[src/rtl/sound_event_scheduler_if.sv]
// Request/status bundle between game logic (master) and the sound event scheduler (slave).
interface sound_event_scheduler_if;
  logic [3:0] req_i;
  logic [2:0] note_sel;
  logic       sound_active;
  logic       busy;
  logic [3:0] grant;
  logic       done;

  modport master (
    output req_i,
    input  note_sel, sound_active, busy, grant, done
  );

  modport slave (
    input  req_i,
    output note_sel, sound_active, busy, grant, done
  );
endinterface

[src/rtl/sound_event_scheduler.sv]
// Fixed-priority arbiter that plays one game sound sequence at a time on the tone generator.
// Optional macro SND_PREEMPT_EN lets a higher-priority request abort the sequence in progress.
module sound_event_scheduler #(
  parameter int unsigned NOTE_TICKS = 2500000,
  parameter int unsigned GAP_TICKS  = 250000
) (
  input  logic                    clk50mhz,
  input  logic                    reset_button,
  sound_event_scheduler_if.slave  bus
);

  typedef enum logic [1:0] {IDLE, PLAY, GAP} state_e;

  localparam logic [31:0] NOTE_LAST = 32'(NOTE_TICKS - 1);
  localparam logic [31:0] GAP_LAST  = (GAP_TICKS == 0) ? 32'd0 : 32'(GAP_TICKS - 1);
  localparam bit          HAS_GAP   = (GAP_TICKS != 0);

  function automatic logic [3:0] pick_highest(input logic [3:0] v);
    logic [3:0] g;
    g = 4'b0000;
    if (v[3])      g = 4'b1000;
    else if (v[2]) g = 4'b0100;
    else if (v[1]) g = 4'b0010;
    else if (v[0]) g = 4'b0001;
    return g;
  endfunction

  function automatic logic [1:0] last_index(input logic [3:0] g);
    logic [1:0] l;
    case (g)
      4'b1000: l = 2'd3;
      4'b0100: l = 2'd1;
      default: l = 2'd0;
    endcase
    return l;
  endfunction

  // Sequence ROM: 001 do, 010 re, 011 mi, 100 sol.
  function automatic logic [2:0] seq_note(input logic [3:0] g, input logic [1:0] idx);
    logic [2:0] n;
    n = 3'b000;
    case (g)
      4'b0001: n = 3'b001;
      4'b0010: n = 3'b010;
      4'b0100: n = (idx == 2'd0) ? 3'b011 : 3'b100;
      4'b1000: begin
        case (idx)
          2'd0:    n = 3'b100;
          2'd1:    n = 3'b011;
          2'd2:    n = 3'b010;
          default: n = 3'b001;
        endcase
      end
      default: n = 3'b000;
    endcase
    return n;
  endfunction

  state_e      state_q, state_d;
  logic [31:0] cnt_q, cnt_d;
  logic [1:0]  idx_q, idx_d;
  logic [3:0]  grant_q, grant_d;
  logic [2:0]  note_q, note_d;
  logic        done_q, done_d;
  logic [3:0]  pending_q, pending_d;

  logic [3:0]  req_all;
  logic [3:0]  next_grant;
  logic        preempt;
  logic        start;
  logic        advance;

  assign req_all    = pending_q | bus.req_i;
  assign next_grant = pick_highest(req_all);

`ifdef SND_PREEMPT_EN
  logic [3:0] higher_mask;
  assign higher_mask = {|grant_q[2:0], |grant_q[1:0], grant_q[0], 1'b0};
  assign preempt     = |(req_all & higher_mask);
`else
  assign preempt = 1'b0;
`endif

  always_comb begin
    // NOTE: every variable gets a default before the case so no path leaves it unassigned (no latches).
    state_d   = state_q;
    cnt_d     = cnt_q;
    idx_d     = idx_q;
    grant_d   = grant_q;
    note_d    = note_q;
    done_d    = 1'b0;
    pending_d = req_all;
    start     = 1'b0;
    advance   = 1'b0;

    case (state_q)
      IDLE: start = |req_all;
      PLAY: begin
        if (preempt) begin
          done_d = 1'b1;
          start  = 1'b1;
        end else if (cnt_q == NOTE_LAST) begin
          if (HAS_GAP) begin
            state_d = GAP;
            note_d  = 3'b000;
            cnt_d   = 32'd0;
          end else begin
            advance = 1'b1;
          end
        end else begin
          cnt_d = cnt_q + 32'd1;
        end
      end
      GAP: begin
        if (preempt) begin
          done_d = 1'b1;
          start  = 1'b1;
        end else if (cnt_q == GAP_LAST) begin
          advance = 1'b1;
        end else begin
          cnt_d = cnt_q + 32'd1;
        end
      end
      default: state_d = IDLE;
    endcase

    if (advance) begin
      if (idx_q != last_index(grant_q)) begin
        idx_d   = idx_q + 2'd1;
        note_d  = seq_note(grant_q, idx_q + 2'd1);
        state_d = PLAY;
        cnt_d   = 32'd0;
      end else begin
        done_d = 1'b1;
        if (|req_all) begin
          start = 1'b1;
        end else begin
          state_d = IDLE;
          grant_d = 4'b0000;
          note_d  = 3'b000;
          idx_d   = 2'd0;
          cnt_d   = 32'd0;
        end
      end
    end

    // Clearing from req_all absorbs a same-cycle pulse on the bit being granted.
    if (start) begin
      grant_d   = next_grant;
      idx_d     = 2'd0;
      note_d    = seq_note(next_grant, 2'd0);
      state_d   = PLAY;
      cnt_d     = 32'd0;
      pending_d = req_all & ~next_grant;
    end
  end

  // NOTE: state registers use non-blocking assignments so every flop samples pre-edge values.
  always_ff @(posedge clk50mhz) begin
    if (reset_button) begin
      state_q   <= IDLE;
      cnt_q     <= 32'd0;
      idx_q     <= 2'd0;
      grant_q   <= 4'b0000;
      note_q    <= 3'b000;
      done_q    <= 1'b0;
      pending_q <= 4'b0000;
    end else begin
      state_q   <= state_d;
      cnt_q     <= cnt_d;
      idx_q     <= idx_d;
      grant_q   <= grant_d;
      note_q    <= note_d;
      done_q    <= done_d;
      pending_q <= pending_d;
    end
  end

  assign bus.note_sel     = note_q;
  assign bus.sound_active = (note_q != 3'b000);
  assign bus.busy         = (state_q != IDLE);
  assign bus.grant        = grant_q;
  assign bus.done         = done_q;

endmodule

[src/flat_wrapper.sv]
// flat-port wrapper written by rule: the top's interface ports become plain ports
module sound_event_scheduler_flat 
#(
  parameter int unsigned NOTE_TICKS = 2500000,
  parameter int unsigned GAP_TICKS  = 250000
)
  (clk50mhz, reset_button, bus_req_i, bus_note_sel, bus_sound_active, bus_busy, bus_grant, bus_done);
  sound_event_scheduler_if bus_i ();
  input  logic clk50mhz;
  input  logic reset_button;
  input wire logic [$bits(bus_i.req_i)-1:0] bus_req_i;
  output wire logic [$bits(bus_i.note_sel)-1:0] bus_note_sel;
  output wire logic [$bits(bus_i.sound_active)-1:0] bus_sound_active;
  output wire logic [$bits(bus_i.busy)-1:0] bus_busy;
  output wire logic [$bits(bus_i.grant)-1:0] bus_grant;
  output wire logic [$bits(bus_i.done)-1:0] bus_done;
  assign bus_i.req_i = bus_req_i;
  assign bus_note_sel = bus_i.note_sel;
  assign bus_sound_active = bus_i.sound_active;
  assign bus_busy = bus_i.busy;
  assign bus_grant = bus_i.grant;
  assign bus_done = bus_i.done;
  sound_event_scheduler #(.NOTE_TICKS(NOTE_TICKS), .GAP_TICKS(GAP_TICKS)) u_core (.clk50mhz(clk50mhz), .reset_button(reset_button), .bus(bus_i));
endmodule
[config.mk]
export PLATFORM = sky130hd
export DESIGN_NAME = sound_event_scheduler_flat
export DESIGN_NICKNAME = d
export VERILOG_FILES = /design/src/rtl/sound_event_scheduler_if.sv /design/src/rtl/sound_event_scheduler.sv /design/src/flat_wrapper.sv
export SDC_FILE = /design/constraint.sdc
export NUM_CORES = 1
export LEC_CHECK = 0
export BUFFER_PORTS_ARGS = -buffer_cell sky130_fd_sc_hd__buf_2
export CAP_MARGIN = 10
export CORE_AREA = 2 2 146 91
export CTS_BUF_LIST = sky130_fd_sc_hd__clkbuf_16
export DETAILED_ROUTE_END_ITERATION = 16
export DIE_AREA = 0 0 148 93
export GPL_ROUTABILITY_DRIVEN = 0
export PLACE_DENSITY = 0.46
export SLEW_MARGIN = 20
export SYNTH_ARGS = -nofsm -noshare
export SYNTH_HDL_FRONTEND = slang
export SYNTH_SLANG_ARGS = --single-unit
[constraint.sdc]
create_clock -name clk50mhz -period 2.35 [get_ports clk50mhz]
set_input_delay 0.1175 -clock clk50mhz [delete_from_list [all_inputs] [get_ports clk50mhz]]
set_output_delay 0.1175 -clock clk50mhz [all_outputs]
set_load 0.05 [all_outputs]
# ---- Word level (Yosys, flattened, before mapping)
# Cells that the tools add are included.
dict set report op_classes {
  eq_ne 18
  bitwise 4
  muxes 42
  n_reduce_logical 11
  n_addsub 2
}
# op n
set ops {}
lappend ops {{$mux 32} 5}
lappend ops {{$pmux 32 s2} 1}
lappend ops {{$add 32x1->32 const B} 1}
lappend ops {{$eq 32x18->1 const B} 1}
lappend ops {{$eq 32x22->1 const B} 1}
lappend ops {{$mux 4} 7}
lappend ops {{$pmux 3 s4} 2}
lappend ops {{$mux 3} 7}
lappend ops {{$mux 2} 8}
lappend ops {{$mux 1} 9}
lappend ops {{$pmux 3 s3} 1}
lappend ops {{$eq 4x1->1 const B} 2}
lappend ops {{$eq 4x2->1 const B} 2}
lappend ops {{$eq 4x3->1 const B} 2}
lappend ops {{$eq 4x4->1 const B} 2}
lappend ops {{$pmux 2 s2} 2}
lappend ops {{$ne 2x1->1 const B} 3}
lappend ops {{$reduce_or 2->1} 3}
lappend ops {{$and 4x4->4} 1}
lappend ops {{$eq 2x1->1 const B} 2}
lappend ops {{$eq 2x2->1 const B} 2}
lappend ops {{$logic_not 2->1} 2}
lappend ops {{$not 4->4} 1}
lappend ops {{$or 4x4->4} 1}
lappend ops {{8 further kinds} 9}
dict set report word_totals {
  inputBits 6
  wordCells 85
  regBits 48
  output_inout_bits 10
}

# ---- Longest topological paths before layout
# Gate-level depths: netlist of the first run.
dict set report logic_depth {
  depth_word 9
  depth_mapped 11
  mapped_depth_nobuf 8
}

# ---- Least setup slack after synthesis of the first run
# No wires, ideal clock.
dict set report synth_timing {
  kind {reg-to-reg}
  start {register u_core.grant_q[2], in the netlist u_core.bus.grant[2]}
  end {register u_core.note_q[2], in the netlist u_core.bus.note_sel[2]}
  arrival_ps 2187
  setup_slack_ps 77
  n_path_buf 0
  path_stages_with_launch 7
  cell_sequence {dfxtp_1 nor2b_1 a311o_1 or2_1 a21o_1 and2_4 a221oi_2}
}
dict set report synth_between {
  elab_chain_cells 7
}
# element line_no
set synth_lines {}
lappend synth_lines {{start, declared} sound_event_scheduler.sv:62} ;# logic [3:0] grant_q, grant_d;
lappend synth_lines {{start signal, assigned} sound_event_scheduler.sv:172} ;# grant_q <= grant_d;
lappend synth_lines {{$eq 4x3->1 or $eq 4x4->1 (tied branches)} {sound_event_scheduler.sv:30, sound_event_scheduler.sv:42}}
lappend synth_lines {{$pmux 2 s2} sound_event_scheduler.sv:30} ;# case (g)
lappend synth_lines {{$mux 2} sound_event_scheduler.sv:127} ;# if (advance) begin
lappend synth_lines {{$ne 2x2->1} sound_event_scheduler.sv:128} ;# if (idx_q != last_index(grant_q)) begin
lappend synth_lines {{$mux 3 or $mux 1 (tied branches)} sound_event_scheduler.sv:128}
lappend synth_lines {{$mux 3 or $mux 1 (tied branches)} sound_event_scheduler.sv:127}
lappend synth_lines {{$mux 3 (*)} sound_event_scheduler.sv:148} ;# if (start) begin
lappend synth_lines {{end signal, assigned} sound_event_scheduler.sv:173} ;# note_q <= note_d;
lappend synth_lines {{end, declared} sound_event_scheduler.sv:63} ;# logic [2:0] note_q, note_d;
# Mark *: on every way between the ends. The rest lies on a longest branch, timed or not. The select of a mux whose other input is x is not followed.
# A chain may end at the register's enable or synchronous reset.

# ---- Worst setup path in the final report of the first run
dict set report layout_timing {
  start {register u_core.grant_q[2], in the netlist u_core.bus.grant[2]}
  end {register u_core.note_q[1], in the netlist u_core.bus.note_sel[1]}
}
# The elaborated chain is that of the path after synthesis.

==> results of run 1 <==
[Yosys cell counts (all sizes together) (4+ instances only)]
master   n  area, sq um
a211oi   4        30.03
a21oi   25        125.1
a31oi   10        62.56
a41oi    4        35.03
and2     5        33.79
and3     4        25.02
and4     4        35.03
buf     16        148.9
clkbuf   6        22.52
dfxtp   48        960.9
ha       6        75.07
inv      9        33.78
nand2   35        131.4
nand3   15        80.08
nand4   12        96.34
nor2    36        147.6
nor3    23        125.1
nor3b    6        45.04
nor4    11        81.32
nor4bb   7        70.07
o21ai   15        75.07
or3     11        68.82
or4      5        38.79
[metal layers]
| metal | up-vias | share of wire [%] | global-route usage (%) |
|---|---|---|---|
| met1 | 1463 | 54 | 21.44 |
| met5 | - | 0 | 0 |
| li1 | 1513 | - | - |
| met2 | 103 | 39 | 18.83 |
| met4 | 0 | 1.4 | 4.603 |
| met3 | 10 | 6.0 | 2.829 |
[critical path: stages, from the launching register on]
cell and delay, ns:
dfxtp_1 0.49, nor2b_1 0.14, a311o_1 0.41, or2_1 0.31
a21o_1 0.28, and2_4 0.20, o32ai_1 0.27
[layout by cell type, fill, tap and decap left out, types with 3 or more instances in the layout]
cell type  netlist  routed
dfxtp_1         48      45
buf_4            6      44
nand2_1         35      35
nor2_1          33      33
a21oi_1         25      24
nor3_1          21      20
buf_2            2      15
nand3_1         14      14
o21ai_0         12      12
or3_1           11      10
nand4_1         10      10
a31oi_1         10      10
inv_1            9       9
nor4_1           9       9
nor3b_1          6       6
nor4bb_1         7       5
ha_1             6       5
clkbuf_16        0       5
and3_1           4       4
and4_1           4       4
a211oi_1         4       4
a41oi_1          4       4
a21o_1           3       3
and2_1           3       3
o22ai_1          3       3
nor3_2           2       3
a22oi_1          3       3
o21a_1           3       3
or4_1            4       3
o21ai_1          3       3
dfxtp_2          0       3
[worst max-delay path by stage]
| stage | start | end | slack, ns | cells after the start |
|---|---|---|---|---|
| finish | u_core.bus.grant[2] | u_core.bus.note_sel[1] | 0.15 | 6 |
| global route | u_core.bus.grant[2] | u_core.bus.note_sel[0] | 0.007 | 6 |
| CTS | u_core.cnt_q[25] | u_core.cnt_q[11] | 0.08 | 7 |
| detailed placement | u_core.cnt_q[25] | u_core.idx_q[1] | 0.08 | 7 |
| global placement | u_core.cnt_q[13] | u_core.cnt_q[11] | 0.02 | 9 |
| floorplan | u_core.bus.grant[2] | u_core.bus.note_sel[2] | 0.08 | 6 |
[state kept, by name, indices dropped and copies added, names as in the netlist]
register,cells
u_core.cnt_q,32
u_core.bus.grant,4
u_core.state_q,2
u_core.pending_q,4
u_core.idx_q,2
u_core.bus.note_sel,3
u_core.bus.done,1
[cell families (layout without fill, tap and decap cells)]
group	after synthesis	count (layout)	share of synthesized area, %
simple gates	186	186	35.39
compound gates	96	96	22.16
xor+xnor	1	1	0.2858
buf+inv	32	76	6.979
fa+ha+maj	6	6	2.449
flops	48	48	31.35
mux	4	4	1.388
[final cells by class]
cell class,count,area share (%)
inverters,9,0.9070
multi-input cells,293,52.23
well taps,170,5.710
clock inverters,3,1.008
flip-flops and latches,48,25.90
clock buffers,5,3.359
repair buffers,59,10.88
[repair_timing]
action / CTS / global route
gates resized for setup: 0 / 12
endpoints found under the setup margin: 0 / 13
buffers inserted: 0 / 3
[power groups by stage]
stage | clock, mW | combinational [mW] | sequential, mW
floorplan | 0 | 0.181 | 0.892
global placement | 0 | 0.295 | 0.866
detailed placement | 0 | 0.290 | 0.866
CTS | 0.834 | 0.292 | 0.848
global route | 0.860 | 0.319 | 0.851
finish | 0.813 | 0.296 | 0.848
==> metrics.yaml, run 1 <==
cts:
  htreeDepth: 2
  numCtsBuffers: 5
  worstSkewPairLatency_ns: 0.30
  cts_tree: "done"
  cts_hold_buf: 0
  cts.sinks: 48
  clockBufferDepth: 2
  path_clk_slew_ns: 0.06
  clockRootBuffer: "clkbuf_16"
synthesis:
  synth-edff-count: 0
  synth_nets: 385
  yosysSeqAreaShare_pct: 31.35
  synth_area_per_cell_sq_um: 8.218
  ys_seq_elements: 48
  synthDistinctLibCells: 74
  synthesis.area_sq_mm: 0.003065
  synthCells: 373
  yosysWarnings: 0
  ys.flop_type: "dfxtp_1"
  synth-async-reset-ratio_pct: 0
die:
  die_w_um: 148
  core_region_area_sq_mm: 0.01249
  die_area_sq_mm: 0.01376
  io_pins: 16
  start_util_pct: 24.54
  fp-row-count: 32
  die_y_um: 93
placed_design:
  dpl_cell_area_sq_mm: 0.003492
  place_hpwl_mm: 6.810
  pre_cts_ws_ns: 0.07977
  dp.cells: 576
  portBuffers: 15
worst_setup_path:
  crit_required_ns: 2.55
  crit_fanout: 10
  worst-endpoint-arrival_ns: 2.40
  start_kind: "flip-flop"
  worst-r2r-cell-count: 6
  r2r-end: "u_core.bus.note_sel[1]"
  crit_type: "flip-flop to flip-flop"
  r2r-start: "u_core.bus.grant[2]"
  cp-end-kind: "flip-flop"
  rrSetupSlack_ns: 0.15
hold_path:
  hold_depth: 3
  min_path_type: "input pin to flip-flop"
  hp-start: "bus_req_i[0]"
  hold-path-endpoint: "u_core.pending_q[0]"
layout:
  seq_area_sq_um: 964.7
  drive_gt1_share_pct: 23.02
  final_core_util_pct: 29.82
  final_cell_count_no_fill: 587
  syn2layout_area_growth_pct: 21.51
  antenna_cells: 0
  fillers: 1322
  layout.nets: 428
  final_area_sq_mm: 0.003725
  multi_input_area_sq_mm: 0.001946
global_route:
  grt-ovfl-total: 0
  antenna_found_initial: 0
  grt_pass1_wl_mm: 15.07
  grt.total_usage_pct: 13.91
  grt_pass1_vias: 2830
  grt_start_max_net_pins: 22
timing:
  min_period_ns: 2.200
  finalSetupTns_ns: 0
  hold_ws_ns: 0.1722
  hold_viol: 0
  fmax_mhz: 454.6
  fin_skew_ns: 0.009966
  finalMaxSlewViolations: 0
  rsz0062_at_grt: "no"
  setup_viol: 0
  relSlewSlack_pct: 49.53
  setup_slack_ns: 0.1503
  fin_crit_sh_pct: 93.61
  tightestPinTransition_ns: 0.7542
detailed_routing:
  viasPerCell: 5.262
  wire_per_inst_um: 15.68
  wirelength_mm: 9.203
  drc: 0
  drtAntennaViolNets: 0
  drt-pass1-iter-count: 5
  drt_iter0_markers: 348
  routed-via-count: 3089
pwr:
  combPwrFrac_pct: 15.1
  internal_power_mw: 1.423
  clkPwrFrac_pct: 41.6
  vdd_drop_max_v: 0.0002648
  total_power_mw: 1.957
  p_switching_mw: 0.5340
  p_seq_share_pct: 43.3
  leakagePower_nw: 1.229
  power_density_mw_per_mm2: 525.5
  sw_frac_of_total_pct: 27.28
status:
  status: "completed"
job:
  max-cap-violations: 0
Power figures use the tool's default switching activity.
==> run 2, diff against run 1 <==
Settings changed: CORE_AREA 2 2 146 91 to 2 2 120 111, DIE_AREA 0 0 148 93 to 0 0 122 113.
==> run 2 against run 1 <==
Net effect:
- non-clock buffer count up 4
- core utilization up 0.72 points
- die area up 0.16%
- first-iteration DRC count down 47%
- wire length down 2.4%
- count of clock-buffer cells in the layout unchanged
- cell count down 0.34%
- via count up 0.39%
- cell area up 2.0%
- combinational power up 6%
- sequential share of layout area down 0.58 points
==> metrics.yaml, run 2 (same netlist as run 1, synthesis figures left out) <==
global_route:
  grt_pass1_wl_mm: 14.76
  antenna_found_initial: 0
  grt_start_max_net_pins: 22
  grt-ovfl-total: 0
  grt_pass1_vias: 2942
  grt.total_usage_pct: 13.41
die:
  fp-row-count: 39
  core_region_area_sq_mm: 0.01244
  die_y_um: 113
  die_w_um: 122
  die_area_sq_mm: 0.01379
  io_pins: 16
  start_util_pct: 24.64
detailed_routing:
  route.met2.wl_mm: 3.989
  viasPerCell: 5.301
  wirelength_mm: 8.978
  highest_layer: "met4"
  drc: 0
  drt-pass1-iter-count: 5
  wire_per_inst_um: 15.35
  dr_wl_met3_um: 478
  drt_iter0_markers: 185
  routed-via-count: 3101
  drtAntennaViolNets: 0
  wl_met1_mm: 4.440
pwr:
  combPwrFrac_pct: 15.9
  leakagePower_nw: 1.273
  internal_power_mw: 1.439
  sw_frac_of_total_pct: 26.82
  clkPwrFrac_pct: 41.1
  vdd_drop_max_v: 0.0002328
  p_seq_share_pct: 43.0
  power_density_mw_per_mm2: 517.7
  p_switching_mw: 0.5276
placed_design:
  pre_cts_ws_ns: 0.02435
  dp.cells: 576
  dpl_cell_area_sq_mm: 0.003555
  place_hpwl_mm: 6.652
  portBuffers: 15
worst_setup_path:
  crit_type: "flip-flop to flip-flop"
  r2r-start: "u_core.cnt_q[7]"
  crit_required_ns: 2.51
  r2r-end: "u_core.cnt_q[17]"
  rrSetupSlack_ns: 0.14
  worst-r2r-cell-count: 7
  cp-end-kind: "flip-flop"
  crit_fanout: 12
  worst-endpoint-arrival_ns: 2.37
  start_kind: "flip-flop"
timing:
  hold_viol: 0
  fin_skew_ns: 0.005619
  setup_slack_ns: 0.1395
  setup_viol: 0
  fin_crit_sh_pct: 94.06
  min_period_ns: 2.210
  rsz0062_at_grt: "yes"
  tightestPinTransition_ns: 0.4443
  finalMaxSlewViolations: 0
  relSlewSlack_pct: 70.35
  fmax_mhz: 452.4
  finalSetupTns_ns: 0
cts:
  clockBufferDepth: 2
  worstSkewPairLatency_ns: 0.29
  cts_tree: "done"
  cts_hold_buf: 0
  path_clk_slew_ns: 0.07
  numCtsBuffers: 5
  clockRootBuffer: "clkbuf_16"
  cts.sinks: 48
  htreeDepth: 2
hold_path:
  min_path_type: "input pin to flip-flop"
  hp-start: "bus_req_i[0]"
  hold_depth: 3
  hold-path-endpoint: "u_core.pending_q[0]"
layout:
  largest_reg_flops: 32
  final_cell_count_no_fill: 585
  drive_gt1_share_pct: 23.28
  final_area_sq_mm: 0.003800
  final_cell_mix: "dfxtp_1 (47), buf_4 (46), nand2_1 (35)"
  final_core_util_pct: 30.54
  syn2layout_area_growth_pct: 23.96
  layout.nets: 432
  antenna_cells: 0
  final_common_cell: "dfxtp_1"
  largest_register: "u_core.cnt_q"
job:
  max-cap-violations: 0
status:
  status: "completed"
==> run 2: cell count changes in the layout (fill, tap and decap cells not counted), sizes merged <==
cell,delta
buf,+4
clkinv,-1
inv,+1
==> run 2: worst max-delay path, stage by stage (launching register included) <==
cell      delay (ns)
dfxtp_1         0.42
nor4b_4         0.33
nand4_4         0.25
o41ai_4         0.47
buf_12          0.20
nor2_1          0.09
a41oi_1         0.24
a311oi_1        0.08
==> run 2: what timing repair did <==
item	4_1_cts	5_1_grt
setup endpoints to repair	0	44
gates resized for setup	0	13
buffers inserted	0	1
==> run 2: per-stage QoR <==
stage          hold slack (ns)  power [mW]
2_1_floorplan           0.1837       1.073
3_3_place_gp            0.4565       1.173
3_5_place_dp            0.4701       1.172
4_1_cts                 0.1626       1.988
5_1_grt                 0.1947       2.058
6_report                0.1738       1.967
==> run 2: power by group through the flow <==
stage | clock network (mW) | logic, mW | registers (mW)
final | 0.809 | 0.313 | 0.845
after global routing | 0.872 | 0.338 | 0.848
after CTS | 0.833 | 0.311 | 0.845
after detailed placement | 0 | 0.309 | 0.863
after global placement | 0 | 0.310 | 0.863
after floorplan | 0 | 0.181 | 0.892
==> run 2: worst max-delay path by stage <==
stage	cells after the start	to	startpoint
global route	7	u_core.cnt_q[17]	u_core.cnt_q[7]
detailed placement	6	u_core.cnt_q[11]	u_core.cnt_q[25]
finish	7	u_core.cnt_q[17]	u_core.cnt_q[7]
CTS	7	u_core.bus.note_sel[1]	u_core.state_q[1]
global placement	6	u_core.cnt_q[11]	u_core.cnt_q[25]
floorplan	6	u_core.bus.note_sel[2]	u_core.bus.grant[2]
==> run 2: metal layers <==
metal / up-vias / GRT usage (%)
met5: - / 0
met4: 0 / 4.444
met3: 7 / 2.671
met2: 78 / 20.82
met1: 1496 / 18.56
li1: 1520 / -
==> run 2: area by class of cell <==
type | count | area, sq um
clock buffers | 5 | 125.1
clock inverters | 3 | 38.79
fillers | 1352 | 8643
inverters | 9 | 33.78
multi-input cells | 293 | 1974
flip-flops and latches | 48 | 962.2
well taps | 164 | 205.2
repair buffers | 63 | 460.4
==> run 3, diff against run 2 <==
Settings changed: CORE_AREA 2 2 120 111 to 2 2 116 107, DIE_AREA 0 0 122 113 to 0 0 118 109, PLACE_DENSITY 0.46 to 0.48.
==> run 3 against run 2 <==
Net effect:
- die area decreased by 6.7%
- register-to-register slack about the same
- power decreased by 0.22%
- via count decreased by 3.2%
- core utilization increased by 1.3 points
- critical endpoint is now u_core.cnt_q[19]
- highest routed layer unchanged
==> metrics.yaml, run 3 (same netlist as run 1, synthesis figures left out) <==
timing:
  fin_skew_ns: 0.005037
  fmax_mhz: 452.8
  rsz0062_at_grt: "no"
  hold_viol: 0
  tightestPinTransition_ns: 0.6257
  finalMaxSlewViolations: 0
  setup_viol: 0
  min_period_ns: 2.209
  fin_crit_sh_pct: 93.98
  relSlewSlack_pct: 58.13
  finalSetupTns_ns: 0
cts:
  htreeDepth: 2
  cts_hold_buf: 0
  path_clk_slew_ns: 0.07
  cts_tree: "done"
  clockRootBuffer: "clkbuf_16"
  numCtsBuffers: 5
  worstSkewPairLatency_ns: 0.29
  cts.sinks: 48
  clockBufferDepth: 2
layout:
  final_area_sq_mm: 0.003736
  final_cell_count_no_fill: 577
  layout.nets: 428
  largest_reg_flops: 32
  syn2layout_area_growth_pct: 21.88
  drive_gt1_share_pct: 22.06
  fillers: 1239
  multi_input_area_sq_mm: 0.001958
  largest_register: "u_core.cnt_q"
  final_core_util_pct: 31.81
  seq_area_sq_um: 963.4
  final_cell_mix: "dfxtp_1 (46), buf_4 (43), nand2_1 (35)"
  antenna_cells: 0
  final_common_cell: "dfxtp_1"
die:
  die_y_um: 109
  fp-row-count: 38
  core_region_area_sq_mm: 0.01174
  io_pins: 16
  start_util_pct: 26.10
  die_w_um: 118
  die_area_sq_mm: 0.01286
global_route:
  grt_pass1_vias: 2704
  grt.total_usage_pct: 13.58
  grt_start_max_net_pins: 22
  grt-ovfl-total: 0
  antenna_found_initial: 0
  grt_pass1_wl_mm: 14.04
worst_setup_path:
  crit_required_ns: 2.53
  crit_type: "flip-flop to flip-flop"
  crit_fanout: 11
  cp-end-kind: "flip-flop"
  worst-endpoint-arrival_ns: 2.39
  start_kind: "flip-flop"
detailed_routing:
  drtAntennaViolNets: 0
  drc: 0
  drt-pass1-iter-count: 4
  wire_per_inst_um: 15.31
  wirelength_mm: 8.836
  routed-via-count: 3001
  viasPerCell: 5.201
  drt_iter0_markers: 279
hold_path:
  min_path_type: "input pin to flip-flop"
pwr:
  vdd_drop_max_v: 0.0002527
  total_power_mw: 1.963
  power_density_mw_per_mm2: 525.4
  leakagePower_nw: 1.240
status:
  status: "completed"
placed_design:
  place_hpwl_mm: 6.472
  portBuffers: 15
  dp.cells: 568
  dpl_cell_area_sq_mm: 0.003507
job:
  max-cap-violations: 0
## run 3: changes by cell type in the layout (fill, tap and decap cells not counted), sizes merged
cell | before | now
buf | 63 | 59
inv | 10 | 9
clkinv | 1 | 2
## run 3: cell type report
cell class / count / area share, %
Sequential cell: 48 / 25.79
Multi-Input combinational cell: 293 / 52.41
Tap cell: 160 / 5.358
Timing Repair Buffer: 59 / 11.19
Inverter: 9 / 0.9042
Clock buffer: 5 / 3.349
Clock inverter: 3 / 1.005
## run 3: final timing paths
path	startpoint	endpoint	slack, ns	depth (start not counted)
setup / recovery	u_core.cnt_q[0]	u_core.cnt_q[19]	0.14	9
hold / removal	reset_button	u_core.bus.grant[2]	0.19	2
setup reg to reg	u_core.cnt_q[0]	u_core.cnt_q[19]	0.14	9
hold reg to reg	u_core.cnt_q[31]	u_core.cnt_q[31]	0.53	2
## run 3: per-stage QoR
step	hold WS (ns)	setup WS [ns]
6_report	0.1922	0.1415
5_1_grt	0.2084	0.009333
4_1_cts	0.1776	0.04830
3_5_place_dp	0.4758	0.07190
3_3_place_gp	0.4856	0.07520
2_1_floorplan	0.1837	0.07696
## run 3: timing repair
item | 4_1_cts | 5_1_grt
gates resized for setup | 0 | 11
setup endpoints to repair | 0 | 27
setup buffers | 0 | 1
## run 3: power breakdown
group	total, mW	internal, mW	switching [mW]	leakage, nW
sequential	0.847	0.830	0.0175	0.390
clock	0.812	0.495	0.316	0.0789
combinational	0.304	0.107	0.197	0.771
## run 3: layer usage
layer	part of all wire [%]	vias to the layer above	track usage [%]
met5	0	-	0
met3	2.8	10	1.151
met4	1.6	0	4.647
li1	-	1514	-
met2	42	51	20.60
met1	53	1426	20.17
## run 3: critical path, stage by stage, from the launching register on
cell and delay [ns]:
dfxtp_1 0.39, ha_1 0.22, and4_1 0.25, nand4_1 0.11
buf_4 0.20, o41a_1 0.38, buf_12 0.17, o21ai_0 0.07
a21boi_0 0.10, o21a_1 0.20
